**src/rtl/gpu_pkg.sv**
```systemverilog
// Shared types and defaults for the GPU lane scheduler slice.
package gpu_pkg;

    localparam int NUM_LANES_DEF = 4;
    localparam int DATA_W_DEF    = 8;

    typedef enum logic [1:0] {
        IDLE,
        ISSUE,
        WAIT,
        WRITE
    } sched_state_e;

    typedef logic [$clog2(NUM_LANES_DEF)-1:0] lane_idx_t;

endpackage

```
**src/rtl/rr_arbiter.sv**
```systemverilog
// Combinational round-robin select: first requesting lane at or after ptr, wrapping.
module rr_arbiter
    import gpu_pkg::*;
#(
    parameter  int NUM_LANES = NUM_LANES_DEF,
    localparam int IDX_W     = $clog2(NUM_LANES)
) (
    input  logic [NUM_LANES-1:0] req,
    input  logic [IDX_W-1:0]     ptr,
    output logic [NUM_LANES-1:0] grant,
    output logic [IDX_W-1:0]     idx,
    output logic                 any_req
);

    always_comb begin
        logic [IDX_W-1:0] cand;
        // NOTE: every output gets a default before the loop, so no path leaves one unassigned (no latch).
        grant   = '0;
        idx     = '0;
        any_req = 1'b0;
        cand    = '0;
        for (int i = 0; i < NUM_LANES; i++) begin
            cand = ptr + IDX_W'(i);  // NUM_LANES is a power of 2, so this wraps naturally
            if (!any_req && req[cand]) begin
                any_req     = 1'b1;
                grant[cand] = 1'b1;
                idx         = cand;
            end
        end
    end

endmodule

```
**src/rtl/gpu_lane_scheduler.sv**
```systemverilog
// Round-robin sharing of gpu_core between lanes, with vsync-swapped front/back result buffers.
// Optional WAIT-state timeout abort enabled by defining GPU_SCHED_TIMEOUT_EN.
module gpu_lane_scheduler
    import gpu_pkg::*;
#(
    parameter int NUM_LANES = NUM_LANES_DEF,
    parameter int DATA_W    = DATA_W_DEF
`ifdef GPU_SCHED_TIMEOUT_EN
    ,
    parameter int TIMEOUT   = 63
`endif
) (
    input  logic                          clk,
    input  logic                          rst,
    input  logic                          vsync,
    input  logic [NUM_LANES-1:0]          lane_req,
    input  logic [NUM_LANES*DATA_W-1:0]   lane_arg,
    input  logic                          core_ready,
    input  logic                          core_done,
    input  logic [DATA_W-1:0]             core_result,
    output logic                          core_start,
    output logic [$clog2(NUM_LANES)-1:0]  core_lane,
    output logic [DATA_W-1:0]             core_arg,
    output logic [NUM_LANES-1:0]          lane_grant,
    output logic [NUM_LANES*DATA_W-1:0]   display_data,
    output logic                          frame_swap,
`ifdef GPU_SCHED_TIMEOUT_EN
    output logic                          timeout_err,
`endif
    output logic                          busy
);

    localparam int IDX_W = $clog2(NUM_LANES);

    sched_state_e                state, state_nxt;
    logic [IDX_W-1:0]            rr_ptr;
    logic [IDX_W-1:0]            cur_lane;
    logic [DATA_W-1:0]           cur_arg;
    logic [DATA_W-1:0]           result_q;
    logic [NUM_LANES-1:0]        arb_grant;
    logic [IDX_W-1:0]            arb_idx;
    logic                        arb_any;
    logic [NUM_LANES*DATA_W-1:0] back_buf;
    logic [NUM_LANES*DATA_W-1:0] front_buf;
    logic                        vsync_prev;
    logic                        swap;

`ifdef GPU_SCHED_TIMEOUT_EN
    localparam int CNT_W = $clog2(TIMEOUT + 1);
    logic [CNT_W-1:0] wait_cnt;
    logic             timed_out;

    // A done pulse on the final WAIT cycle takes priority over the abort.
    assign timed_out = (state == WAIT) && !core_done && (wait_cnt == CNT_W'(TIMEOUT - 1));
`endif

    rr_arbiter #(.NUM_LANES(NUM_LANES)) u_arb (
        .req     (lane_req),
        .ptr     (rr_ptr),
        .grant   (arb_grant),
        .idx     (arb_idx),
        .any_req (arb_any)
    );

    assign swap         = !rst && vsync && !vsync_prev;
    assign core_lane    = cur_lane;
    assign core_arg     = cur_arg;
    assign display_data = front_buf;

    always_ff @(posedge clk) begin
        if (rst) begin
            state <= IDLE;
        end else begin
            state <= state_nxt;
        end
    end

    always_comb begin
        state_nxt = state;
        case (state)
            IDLE:  if (arb_any) state_nxt = ISSUE;
            ISSUE: if (core_ready) state_nxt = WAIT;
            WAIT: begin
                if (core_done) begin
                    state_nxt = WRITE;
                end
`ifdef GPU_SCHED_TIMEOUT_EN
                else if (timed_out) begin
                    state_nxt = IDLE;
                end
`endif
            end
            WRITE:   state_nxt = IDLE;
            default: state_nxt = IDLE;
        endcase
    end

    // Outputs are forced low while rst is held, before the state register has cleared.
    always_comb begin
        lane_grant = '0;
        core_start = 1'b0;
        busy       = 1'b0;
        frame_swap = swap;
`ifdef GPU_SCHED_TIMEOUT_EN
        timeout_err = 1'b0;
`endif
        if (!rst) begin
            busy       = (state != IDLE);
            core_start = (state == ISSUE) && core_ready;
            if (state == IDLE) begin
                lane_grant = arb_grant;
            end
`ifdef GPU_SCHED_TIMEOUT_EN
            timeout_err = timed_out;
`endif
        end
    end

    // NOTE: sequential state uses non-blocking assignments so every register samples pre-edge values.
    always_ff @(posedge clk) begin
        if (rst) begin
            rr_ptr   <= '0;
            cur_lane <= '0;
            cur_arg  <= '0;
            result_q <= '0;
`ifdef GPU_SCHED_TIMEOUT_EN
            wait_cnt <= '0;
`endif
        end else begin
            case (state)
                IDLE: begin
                    if (arb_any) begin
                        cur_lane <= arb_idx;
                        cur_arg  <= lane_arg[int'(arb_idx)*DATA_W +: DATA_W];
                    end
                end
                WAIT: begin
                    if (core_done) begin
                        result_q <= core_result;
                    end
`ifdef GPU_SCHED_TIMEOUT_EN
                    else if (timed_out) begin
                        rr_ptr <= cur_lane + IDX_W'(1);
                    end
`endif
                end
                WRITE:   rr_ptr <= cur_lane + IDX_W'(1);
                default: ;
            endcase
`ifdef GPU_SCHED_TIMEOUT_EN
            wait_cnt <= (state == WAIT) ? wait_cnt + CNT_W'(1) : '0;
`endif
        end
    end

    // NOTE: the buffers are flop arrays that must read as zero after reset, so they are reset explicitly.
    always_ff @(posedge clk) begin
        if (rst) begin
            back_buf   <= '0;
            front_buf  <= '0;
            vsync_prev <= 1'b0;
        end else begin
            vsync_prev <= vsync;
            // Same-edge swap and write: the swap copies the back buffer as it was before this write.
            if (swap) begin
                front_buf <= back_buf;
            end
            if (state == WRITE) begin
                back_buf[int'(cur_lane)*DATA_W +: DATA_W] <= result_q;
            end
`ifdef GPU_SCHED_TIMEOUT_EN
            else if (timed_out) begin
                back_buf[int'(cur_lane)*DATA_W +: DATA_W] <= '1;
            end
`endif
        end
    end

endmodule

```
**config.mk**
```make
export PLATFORM = sky130hd
export DESIGN_NAME = gpu_lane_scheduler
export DESIGN_NICKNAME = d
export VERILOG_FILES = /design/src/rtl/gpu_pkg.sv /design/src/rtl/rr_arbiter.sv /design/src/rtl/gpu_lane_scheduler.sv
export SDC_FILE = /design/constraint.sdc
export NUM_CORES = 1
export LEC_CHECK = 0
export CORE_MARGIN = 5
export CORE_UTILIZATION = 35
export CTS_BUF_LIST = sky130_fd_sc_hd__clkbuf_4
export CTS_CLUSTER_DIAMETER = 40
export DETAILED_ROUTE_END_ITERATION = 12
export PLACE_DENSITY_LB_ADDON = 0.2
export SLEW_MARGIN = 0
export SYNTH_ARGS = -nofsm -noshare
export SYNTH_HDL_FRONTEND = slang
export SYNTH_SLANG_ARGS = --single-unit
```
**constraint.sdc**
```tcl
create_clock -name clk -period 7.5 [get_ports clk]
set_clock_uncertainty 0.05 [all_clocks]
set_input_delay 1.5 -clock clk [delete_from_list [all_inputs] [get_ports clk]]
set_output_delay 1.5 -clock clk [all_outputs]
set_load 0.02 [all_outputs]
```
* Word-level counts from Yosys, hierarchy flattened
Cells that the tools add are included.
** Storage, ports and cells
- Register bits :: 87
- Bits of input ports :: 49
- Output and inout port bits :: 49
- Word-level logic and storage cells :: 90
** Operators by class
- Add/sub/neg operators :: 5
- Order comparisons :: 8
- Equality and inequality tests :: 6
- Shifts and indexed selects :: 3
- Mux-type cells :: 37
- Bitwise logic cells :: 3
- Reduce and logical (&&, ||, !) cells :: 20
** Operators with widths (count)
- 5-bit negator with 33-bit output :: 1
- 8-bit by 33-bit variable shift with 32-bit output, first input constant :: 1
- 8-bit by 33-bit variable part select with 32-bit output :: 1
- 32-bit bitwise mux :: 1
- 32-bit by 6-bit variable part select with 8-bit output :: 1
- 4-bit two-way mux :: 6
- 1-bit two-way mux :: 14
- 2-bit two-way mux :: 7
- 2-bit by 3-bit < comparator with 1-bit output, second input constant :: 4
- 4-bit OR :: 3
- 1-bit logical AND :: 10
- 1-bit binary-select mux with 2-bit select :: 4
- 1-bit demux with 2-bit select :: 4
- 2-bit by 1-bit greater-or-equal comparator with 1-bit output, second input constant :: 4
- 2-bit one-hot mux with 4 select lines :: 1
- 2-bit inequality test, second input constant :: 3
- 1-bit logical NOT :: 5
- 2-bit by 1-bit adder with 2-bit output, second input constant :: 2
- 2-bit adder, second input constant :: 2
- 2-bit == test, second input constant :: 2
- 2-bit AND reduction :: 2
- 3-bit AND reduction :: 1
- 2-bit by 1-bit == test with 1-bit output, second input constant :: 1
- 2-bit logical NOT :: 1
- 2-bit nonzero test :: 1

* Depth between registers and ports, before layout
Gate-level depths: netlist of the first run.
- Depth in word-level cells :: 14
- Gate-level depth with buffers :: 13
- Gate-level depth less buffers :: 8

* Modules after synthesis
Synthesis of the first run repeated with hierarchy kept, for this count alone.
** Unflattened totals
- Cells, all modules :: 435
- Area, all modules :: 4086.4 sq um
** Modules (own cells, without submodules)
- gpu_lane_scheduler :: times used 1, cells an instance 390, area an instance 3667.3 sq um, sequential area each 1741.7 sq um
- rr_arbiter :: times used 1, cells an instance 45, area an instance 419.2 sq um, sequential area each 0.0 sq um

* Worst setup path before layout of the first run
No wires, ideal clock.
- Path kind :: input port to output port
- From :: input lane_req[1]
- To :: output lane_grant[0]
- Arrival :: 2.926 ns
- Data required time :: 5.950 ns
- Path slack :: 3.024 ns
- Stages on the path :: 8
- Path buffers :: 2
- Cell sequence :: buf_6 > mux4_2 > nor2b_4 > buf_6 > a22oi_1 > nor2_1 > a221oi_1 > nor2_1
** On the way
- Cells in the longest elaborated chain, start to end :: 14
- Elaborated cells between the ends (all ways) :: 26
- Classes of those cells :: mux (17); bitwise (3); reduce/logical (6)
** Ends and longest elaborated chain
- start: declaration :: RTL line gpu_lane_scheduler.sv:16 : input logic [NUM_LANES-1:0] lane_req,
- 1-bit binary-select mux with 2-bit select :: RTL line rr_arbiter.sv:24 : if (!any_req && req[cand]) begin
- 1-bit two-way mux (implied by the code) :: RTL line rr_arbiter.sv:24
- 1-bit two-way mux :: RTL line rr_arbiter.sv:24
- 1-bit logical NOT :: RTL line rr_arbiter.sv:24
- 1-bit logical AND :: RTL line rr_arbiter.sv:24
- 1-bit two-way mux :: RTL line rr_arbiter.sv:24
- 1-bit logical NOT :: RTL line rr_arbiter.sv:24
- 1-bit logical AND :: RTL line rr_arbiter.sv:24
- 1-bit two-way mux :: RTL line rr_arbiter.sv:24
- 1-bit logical NOT :: RTL line rr_arbiter.sv:24
- 1-bit logical AND :: RTL line rr_arbiter.sv:24
- 4-bit two-way mux (*) :: RTL line rr_arbiter.sv:24
- 4-bit two-way mux (*) :: RTL line gpu_lane_scheduler.sv:110 : if (state == IDLE) begin
- 4-bit two-way mux (*) :: RTL line gpu_lane_scheduler.sv:107 : if (!rst) begin
- end: declaration :: RTL line gpu_lane_scheduler.sv:24 : output logic [NUM_LANES-1:0] lane_grant,
Mark *: on every way between the ends. The rest lies on a longest branch, timed or not. The select of a mux whose other input is x is not followed.

* Worst setup path in the final report of the first run
- From :: register rr_ptr[0]
- To :: output lane_grant[1]
** On the way
- Cells in the longest elaborated chain, start to end :: 14
- Elaborated cells between the ends (all ways) :: 49
- Classes of those cells :: add/sub (3); order compare (8); mux (25); bitwise (3); reduce/logical (10)
** Ends and longest elaborated chain
- start: declaration :: RTL line gpu_lane_scheduler.sv:36 : logic [IDX_W-1:0] rr_ptr;
- start signal: assignment :: RTL line gpu_lane_scheduler.sv:147 : WRITE: rr_ptr <= cur_lane + IDX_W'(1);
- branches (longest 11 deep; another with 2-bit by 3-bit < comparator with 1-bit output)
- 4-bit two-way mux (*) :: RTL line rr_arbiter.sv:24
- 4-bit two-way mux (*) :: RTL line gpu_lane_scheduler.sv:110
- 4-bit two-way mux (*) :: RTL line gpu_lane_scheduler.sv:107
Every way passes the cells marked *. The select of a mux whose other input is x is not followed.

==> results_tabular.tex, run 1 <==
\begin{tabular}{lr}
\hline
Metric & Value \\
\hline
\multicolumn{2}{l}{\textbf{Die}} \\
I/O pin count & 98 \\
Starting density of the core & 35.5\% \\
DIE AREA & 14400 sq um \\
Die extent in y & 120 um \\
Core Rows & 40 \\
Placeable core region & 12000 sq um \\
Width of the die & 120 um \\
\multicolumn{2}{l}{\textbf{CTS}} \\
CTS Root Buffer Type & sky130\_fd\_sc\_hd\_\_clkbuf\_4 \\
Hold buffer count at CTS & 0 \\
Setup fix buffers added after clock tree synthesis & 0 \\
Clock Pin Slew Worst Setup and Hold Paths & 150 ps \\
Total of cells resized after clock tree synthesis & 0 \\
Sinks on the clock net & 87 \\
TritonCTS clock tree & yes \\
Worst-case clock buffer depth & 2 \\
\# H-tree levels & 3 \\
Worst-skew pair later-pin latency & 420 ps \\
Number of buffers added by the clock tree synthesis step & 9 \\
\multicolumn{2}{l}{\textbf{Timing}} \\
Total Neg Setup Slack & 0 ps \\
Setup repair after global routing missed its margin & no \\
Worst slew slack as a fraction of its limit & 48.2\% \\
Final Hold Violating Endpoints & 0 \\
Final setup viols & 0 \\
Crit path time final & 5740 ps \\
Worst Tran Pin Value & 776 ps \\
Final number of max-transition violations & 0 \\
Max Clk Rate & 0.174 GHz \\
Fraction of the cycle the final worst path needs & 76.6\% \\
Setup slack of the critical path after layout & 1760 ps \\
Hold\_ws & 413 ps \\
\multicolumn{2}{l}{\textbf{Final layout}} \\
Ant. Diodes & 0 \\
Nets & 633 \\
Non-filler cells, final & 719 \\
Layout-stage area growth over the synthesis result & 28.1\% \\
Fraction of final layout cells with drive strength greater than 1 & 6.12\% \\
\multicolumn{2}{l}{\textbf{Route}} \\
Mean routed wirelength per cell & 15.7 um \\
Total wire length after detailed routing & 11.3 mm \\
DRC marker count from the first detailed-route iteration & 287 \\
Count of nets left with antenna violations after detail routing & 0 \\
Via-per-instance ratio & 5.30 \\
Detailed-routing iteration count for the pre-antenna-repair pass & 5 \\
Vias post-DR & 3809 \\
DRC violations left & 0 \\
\multicolumn{2}{l}{\textbf{Synth}} \\
Number of library cell types mapped by synthesis & 43 \\
Synthesized cell area & 4240 sq um \\
Synth async-reset ratio & 0\% \\
Gate count after technology mapping & 484 \\
Number of synthesis warnings & 0 \\
Per-instance average area after synthesis & 8.77 sq um \\
Synth Net Count & 550 \\
Largest cells by area after synthesis & sky130\_fd\_sc\_hd\_\_dfxtp\_1 (41\%), sky130\_fd\_sc\_hd\_\_a22oi\_1 (7.4\%), sky130\_fd\_sc\_hd\_\_nand2b\_1 (6.0\%) \\
Count of flip-flops with a built-in enable after synthesis & 0 \\
Flip-flop cell with the highest count after synthesis & sky130\_fd\_sc\_hd\_\_dfxtp\_1 \\
Share of the synthesized area in the top cell type & 41.0\% \\
\#FFs+latches synth & 87 \\
Biggest area consumer among synthesized cells & sky130\_fd\_sc\_hd\_\_dfxtp\_1 \\
Sequential share of the synthesized area & 41.0\% \\
\multicolumn{2}{l}{\textbf{Setup path}} \\
Flop2flop setup slack & 3480 ps \\
Worst EP arrival & 4190 ps \\
WP data required & 5950 ps \\
Worst setup SP type & register \\
Crit. End Element & primary output \\
Crit Path Class & register to primary output \\
Critical Path Fanout Max & 36 \\
\multicolumn{2}{l}{\textbf{Power and ir drop}} \\
Part of the total power dissipated in sequential elements & 43.0\% \\
Power after layout & 1.23 mW \\
Clock share of power & 22.5\% \\
Power Internal & 789 uW \\
Power density normalized to cell area & 226 nW/um\^{}2 \\
NetSw & 440 uW \\
Static leakage power & 1.87 nW \\
Comb pwr share & 34.5\% \\
Worst supply voltage drop on vdd & 0.0895 mV \\
Net Sw Frac & 35.8\% \\
\multicolumn{2}{l}{\textbf{Hold path}} \\
Hold crit path type & register to register \\
\multicolumn{2}{l}{\textbf{Job}} \\
Reported max-cap violation count & 0 \\
\multicolumn{2}{l}{\textbf{Outcome}} \\
Run status & finished, final reports clean \\
\multicolumn{2}{l}{\textbf{GRT}} \\
Maximum number of pins on one net before global-route repair & 66 \\
Grt total ovfl & 0 \\
Antenna violations before repair & 0 \\
First-pass GRT wire length & 18.6 mm \\
Global routing usage summed across all routing layers & 15.6\% \\
Number of global-route vias before repair & 3751 \\
\multicolumn{2}{l}{\textbf{Placed design}} \\
Global placer's final weighted congestion & 0.802 \\
Quantity of I/O buffers inserted on ports & 97 \\
Hpwl dp & 8.11 mm \\
Placed instance count & 703 \\
Worst-case setup slack after placement & 1970 ps \\
\hline
\end{tabular}
-- sequential cells by signal (all words and copies together) (netlist names) --
signal        flops
state             2
vsync_prev        1
core_arg          8
rr_ptr            2
core_lane         2
back_buf         32
result_q          8
display_data     32
-- power by group through the flow --
| stage | clock (mW) | combinational [mW] | sequential (mW) |
|---|---|---|---|
| final | 0.277 | 0.424 | 0.529 |
| after global routing | 0.305 | 0.461 | 0.535 |
| after CTS | 0.286 | 0.424 | 0.529 |
| after detailed placement | 0 | 0.421 | 0.540 |
| after global placement | 0 | 0.414 | 0.538 |
| after floorplan | 0 | 0.252 | 0.562 |
-- Yosys cell counts, drive strengths merged (5+ instances only) --
cell type and instances:
ha 17, nand2 52, nand3 11, inv 7, nor2b 5, mux2i 24, dfxtp 87, o22ai 14
o21ai 34, a221oi 6, a22oi 42, nand2b 41, a21oi 12, clkbuf 18, o31ai 8, nor2 59
buf 13
-- area by class of cell --
class | instances | area (sq um)
clock inverters | 7 | 80.1
multi-input cells | 358 | 2320
repair buffers | 103 | 1010
well taps | 147 | 184
inverters | 8 | 30.0
flip-flops and latches | 87 | 1740
fillers | 1192 | 6530
clock buffers | 9 | 67.6
-- metrics by stage --
step / instance area, sq um / utilization [%]
4_1_cts: 5430 / 45.4
2_1_floorplan: 4240 / -
6_report: 5440 / 45.4
3_5_place_dp: 5280 / 44.2
3_3_place_gp: 5280 / 44.2
5_1_grt: 5440 / 45.4
-- per-layer routing --
layer | wire, um | global-route usage [%] | up-vias | part of all wire (%)
met4 | 210 | 5.65 | 0 | 1.9
met5 | 0 | 0 | - | 0
met2 | 5530 | 26.6 | 97 | 49
met1 | 5000 | 20.0 | 1802 | 44
met3 | 523 | 2.45 | 16 | 4.6
li1 | - | - | 1894 | -
-- logic make-up (layout without fill, tap and decap cells) --
group	Yosys count	in the layout	synth area share [%]
AND/OR/NAND/NOR	185	185	21.1
flip-flops	87	87	41.0
buffers and inverters	39	127	4.57
multiplexers	28	28	7.79
adder cells (fa/ha/maj)	17	17	5.01
AO/OA/AOI/OAI	128	128	20.5
-- cells in the final DEF, fill, tap and decap left out, types with 3 or more instances in the layout --
cell type | Yosys | routed
sky130_fd_sc_hd__mux2i_1 | 24 | 24
sky130_fd_sc_hd__nor4b_1 | 3 | 3
sky130_fd_sc_hd__a221oi_1 | 5 | 5
sky130_fd_sc_hd__nand2_1 | 52 | 52
sky130_fd_sc_hd__buf_4 | 0 | 6
sky130_fd_sc_hd__nor2_1 | 58 | 58
sky130_fd_sc_hd__mux4_2 | 4 | 4
sky130_fd_sc_hd__ha_1 | 17 | 17
sky130_fd_sc_hd__o31ai_1 | 8 | 8
sky130_fd_sc_hd__clkbuf_4 | 0 | 9
sky130_fd_sc_hd__nand2b_1 | 41 | 41
sky130_fd_sc_hd__nand3_1 | 11 | 11
sky130_fd_sc_hd__clkdlybuf4s50_1 | 0 | 96
sky130_fd_sc_hd__a21oi_1 | 12 | 12
sky130_fd_sc_hd__nor3_1 | 4 | 4
sky130_fd_sc_hd__nor2b_4 | 2 | 3
sky130_fd_sc_hd__o21ai_0 | 34 | 34
sky130_fd_sc_hd__o22ai_1 | 14 | 14
sky130_fd_sc_hd__inv_1 | 7 | 7
sky130_fd_sc_hd__a22oi_1 | 42 | 42
sky130_fd_sc_hd__dfxtp_1 | 87 | 87
-- worst paths after layout --
path	from	endpoint	cells past startpoint
max reg2reg	rr_ptr[0]	core_arg[7]	9
min	back_buf[25]	display_data[25]	2
max	rr_ptr[0]	lane_grant[1]	10
min reg2reg	back_buf[25]	display_data[25]	2
-- worst max-delay path: stages, from the launching register on --
cell                              delay (ps)
sky130_fd_sc_hd__dfxtp_1                 330
sky130_fd_sc_hd__buf_4                   420
sky130_fd_sc_hd__clkinv_1                470
sky130_fd_sc_hd__ha_1                    600
sky130_fd_sc_hd__mux4_2                  680
sky130_fd_sc_hd__nor2b_4                 240
sky130_fd_sc_hd__a22oi_1                 100
sky130_fd_sc_hd__nor2_1                  130
sky130_fd_sc_hd__a221oi_1                 70
sky130_fd_sc_hd__nor2_1                  100
sky130_fd_sc_hd__clkdlybuf4s50_1         610
Note: power is estimated with default switching activity, not from simulation.
==> run 2, diff against run 1 <==
- clock period: 7.5 -> 5.1 ns (I/O delays scaled with it)
==> run 2 against run 1 <==
Net effect: flip-flop and latch count unchanged; total power rose by 50%; critical path depth decreased by 2; count of clock-buffer cells in the layout is the same; wire length rose by 0.11%; non-clock buffer count is the same; register-to-register slack got worse by 1900 ps; utilization rose by 0.052 points; sequential share of layout area barely moved; largest cell class unchanged.
==> results_tabular.tex, run 2 (synthesis gave the netlist of run 1 again) <==
\begin{tabular}{lr}
\hline
Metric & Value \\
\hline
\multicolumn{2}{l}{\textbf{Hold path}} \\
Hold crit path type & register to register (unchanged) \\
\multicolumn{2}{l}{\textbf{Final layout}} \\
Layout-stage area growth over the synthesis result & 28.3\% (was 28.1\%) \\
Nets & 633 (unchanged) \\
Final design utilization & 45.5\% (was 45.4\%) \\
Layout fillers & 1176 (was 1192) \\
Fraction of final layout cells with drive strength greater than 1 & 5.78\% (was 6.12\%) \\
Most common cell after layout, fill and taps aside & sky130\_fd\_sc\_hd\_\_clkdlybuf4s50\_1 (unchanged) \\
Commonest cells after routing, fill and taps aside & sky130\_fd\_sc\_hd\_\_clkdlybuf4s50\_1 (96), sky130\_fd\_sc\_hd\_\_dfxtp\_1 (87), sky130\_fd\_sc\_hd\_\_nor2\_1 (58) (unchanged) \\
Total area of sequential cells & 1740 sq um (unchanged) \\
Area used by multi-input combinational logic & 2310 sq um (was 2320 sq um) \\
Ant. Diodes & 0 (unchanged) \\
\multicolumn{2}{l}{\textbf{Timing}} \\
Final Hold Violating Endpoints & 0 (unchanged) \\
Worst Tran Pin Value & 1240 ps (was 776 ps) \\
Max Clk Rate & 0.207 GHz \\
Fraction of the cycle the final worst path needs & 94.6\% \\
Final setup viols & 0 (unchanged) \\
Crit path time final & 4830 ps \\
Worst slew slack as a fraction of its limit & 16.4\% (was 48.2\%) \\
Total Neg Setup Slack & 0 ps (unchanged) \\
Final number of max-transition violations & 0 (unchanged) \\
Setup repair after global routing missed its margin & no (unchanged) \\
\multicolumn{2}{l}{\textbf{Die}} \\
Die extent in y & 120 um (unchanged) \\
DIE AREA & 14400 sq um (unchanged) \\
Placeable core region & 12000 sq um (unchanged) \\
Starting density of the core & 35.5\% (unchanged) \\
Width of the die & 120 um (unchanged) \\
Core Rows & 40 (unchanged) \\
I/O pin count & 98 (unchanged) \\
\multicolumn{2}{l}{\textbf{Power and ir drop}} \\
Static leakage power & 1.87 nW (about the same) \\
Worst supply voltage drop on vdd & 0.125 mV (was 0.0895 mV) \\
Power Internal & 1.20 mW (was 789 uW) \\
Part of the total power dissipated in sequential elements & 42.3\% (was 43.0\%) \\
NetSw & 638 uW (was 440 uW) \\
Clock share of power & 24.0\% (was 22.5\%) \\
Power density normalized to cell area & 339 nW/um\^{}2 (was 226 nW/um\^{}2) \\
Comb pwr share & 33.7\% (was 34.5\%) \\
Power after layout & 1.84 mW (was 1.23 mW) \\
Net Sw Frac & 34.6\% (was 35.8\%) \\
\multicolumn{2}{l}{\textbf{CTS}} \\
Hold buffer count at CTS & 0 (unchanged) \\
Clock Pin Slew Worst Setup and Hold Paths & 150 ps (about the same) \\
Sinks on the clock net & 87 (unchanged) \\
Setup fix buffers added after clock tree synthesis & 0 (unchanged) \\
Worst-case clock buffer depth & 2 (unchanged) \\
\# H-tree levels & 3 (unchanged) \\
Worst-skew pair later-pin latency & 430 ps (was 420 ps) \\
Total of cells resized after clock tree synthesis & 0 (unchanged) \\
CTS Root Buffer Type & sky130\_fd\_sc\_hd\_\_clkbuf\_4 (unchanged) \\
Number of buffers added by the clock tree synthesis step & 9 (unchanged) \\
TritonCTS clock tree & yes (unchanged) \\
\multicolumn{2}{l}{\textbf{GRT}} \\
Global routing usage summed across all routing layers & 15.6\% (about the same) \\
First-pass GRT wire length & 18.3 mm (was 18.6 mm) \\
Maximum number of pins on one net before global-route repair & 80 (was 66) \\
Grt total ovfl & 0 (unchanged) \\
Number of global-route vias before repair & 3663 (was 3751) \\
Antenna violations before repair & 0 (unchanged) \\
\multicolumn{2}{l}{\textbf{Setup path}} \\
Maximum cell stage delay along the critical path & 670 ps (was 680 ps) \\
Worst setup SP type & register (unchanged) \\
Top cell by count, worst path & sky130\_fd\_sc\_hd\_\_nor2\_1 (unchanged) \\
Slowest library cell on the worst path & sky130\_fd\_sc\_hd\_\_dfxtp\_1 (was sky130\_fd\_sc\_hd\_\_mux4\_2) \\
Crit Path Class & register to primary output (unchanged) \\
Crit. End Element & primary output (unchanged) \\
WP data required & 4030 ps (was 5950 ps) \\
Worst EP arrival & 3760 ps (was 4190 ps) \\
Number of buffer and inverter stages on the critical path & 2 (was 3) \\
Critical Path Fanout Max & 13 (was 36) \\
Sequence of cells on the critical path & inv\_1 -> ha\_1 -> mux4\_2 -> nor2\_1 -> and2\_1 -> a221oi\_1 -> nor2\_1 -> clkdlybuf4s50\_1 (was buf\_4 -> clkinv\_1 -> ha\_1 -> mux4\_2 -> nor2b\_4 -> a22oi\_1 -> nor2\_1 -> a221oi\_1 -> nor2\_1 -> clkdlybuf4s50\_1) \\
Dominant delay contributor by cell family on the critical path & buffers and inverters (unchanged) \\
\multicolumn{2}{l}{\textbf{Route}} \\
DRC marker count from the first detailed-route iteration & 265 (was 287) \\
Vias post-DR & 3811 (was 3809) \\
Mean routed wirelength per cell & 15.7 um (about the same) \\
Via-per-instance ratio & 5.31 (was 5.30) \\
Detailed-routing iteration count for the pre-antenna-repair pass & 7 (was 5) \\
Total wire length after detailed routing & 11.3 mm (about the same) \\
Count of nets left with antenna violations after detail routing & 0 (unchanged) \\
DRC violations left & 0 (unchanged) \\
\multicolumn{2}{l}{\textbf{Outcome}} \\
Run status & finished, final reports clean (unchanged) \\
\multicolumn{2}{l}{\textbf{Placed design}} \\
Hpwl dp & 8.09 mm (was 8.11 mm) \\
Quantity of I/O buffers inserted on ports & 97 (unchanged) \\
Global placer's final weighted congestion & 0.824 (was 0.802) \\
\multicolumn{2}{l}{\textbf{Job}} \\
Reported max-cap violation count & 0 (unchanged) \\
\hline
\end{tabular}
run 2: final cells by class:
type | instances | area share, %
multi-input cells | 358 | 42.5
inverters | 8 | 0.552
clock inverters | 6 | 1.70
repair buffers | 103 | 18.6
flip-flops and latches | 87 | 32.0
well taps | 147 | 3.38
clock buffers | 9 | 1.24
run 2: power groups by stage:
stage          sequential, mW  clock [mW]  combinational [mW]
3_5_place_dp            0.795           0               0.621
6_report                0.779       0.442               0.620
2_1_floorplan           0.826           0               0.371
3_3_place_gp            0.792           0               0.611
4_1_cts                 0.780       0.454               0.624
5_1_grt                 0.787       0.482               0.678
run 2: tightest hold or removal path, cell delays in order, from the launching register on:
cell                      delay [ps]
sky130_fd_sc_hd__dfxtp_1         330
sky130_fd_sc_hd__nand2_1          50
sky130_fd_sc_hd__o21ai_0          60
run 2: per-stage QoR:
| step | setup WS, ps | std cells | area, sq um | hold slack, ps |
|---|---|---|---|---|
| 5_1_grt | 20.3 | 718 | 5440 | 451 |
| 3_5_place_dp | 466 | 703 | 5280 | 398 |
| 6_report | 273 | 718 | 5440 | 390 |
| 4_1_cts | 271 | 718 | 5440 | 401 |
| 2_1_floorplan | 1220 | 484 | 4240 | 375 |
| 3_3_place_gp | 584 | 703 | 5280 | 392 |
run 2: metal layers:
layer	share of wire [%]	up-vias	global-route usage (%)
li1	-	1889	-
met5	0	-	0
met2	49	95	26.0
met4	1.6	0	5.58
met1	45	1811	20.1
met3	4.6	16	2.92
run 2: final timing paths:
| kind | slack (ps) | cells past startpoint | start | endpoint |
|---|---|---|---|---|
| max | 270 | 8 | rr_ptr[1] | lane_grant[1] |
| min | 390 | 2 | back_buf[25] | display_data[25] |
| max reg2reg | 1540 | 8 | rr_ptr[1] | core_arg[5] |
| min reg2reg | 390 | 2 | back_buf[25] | display_data[25] |
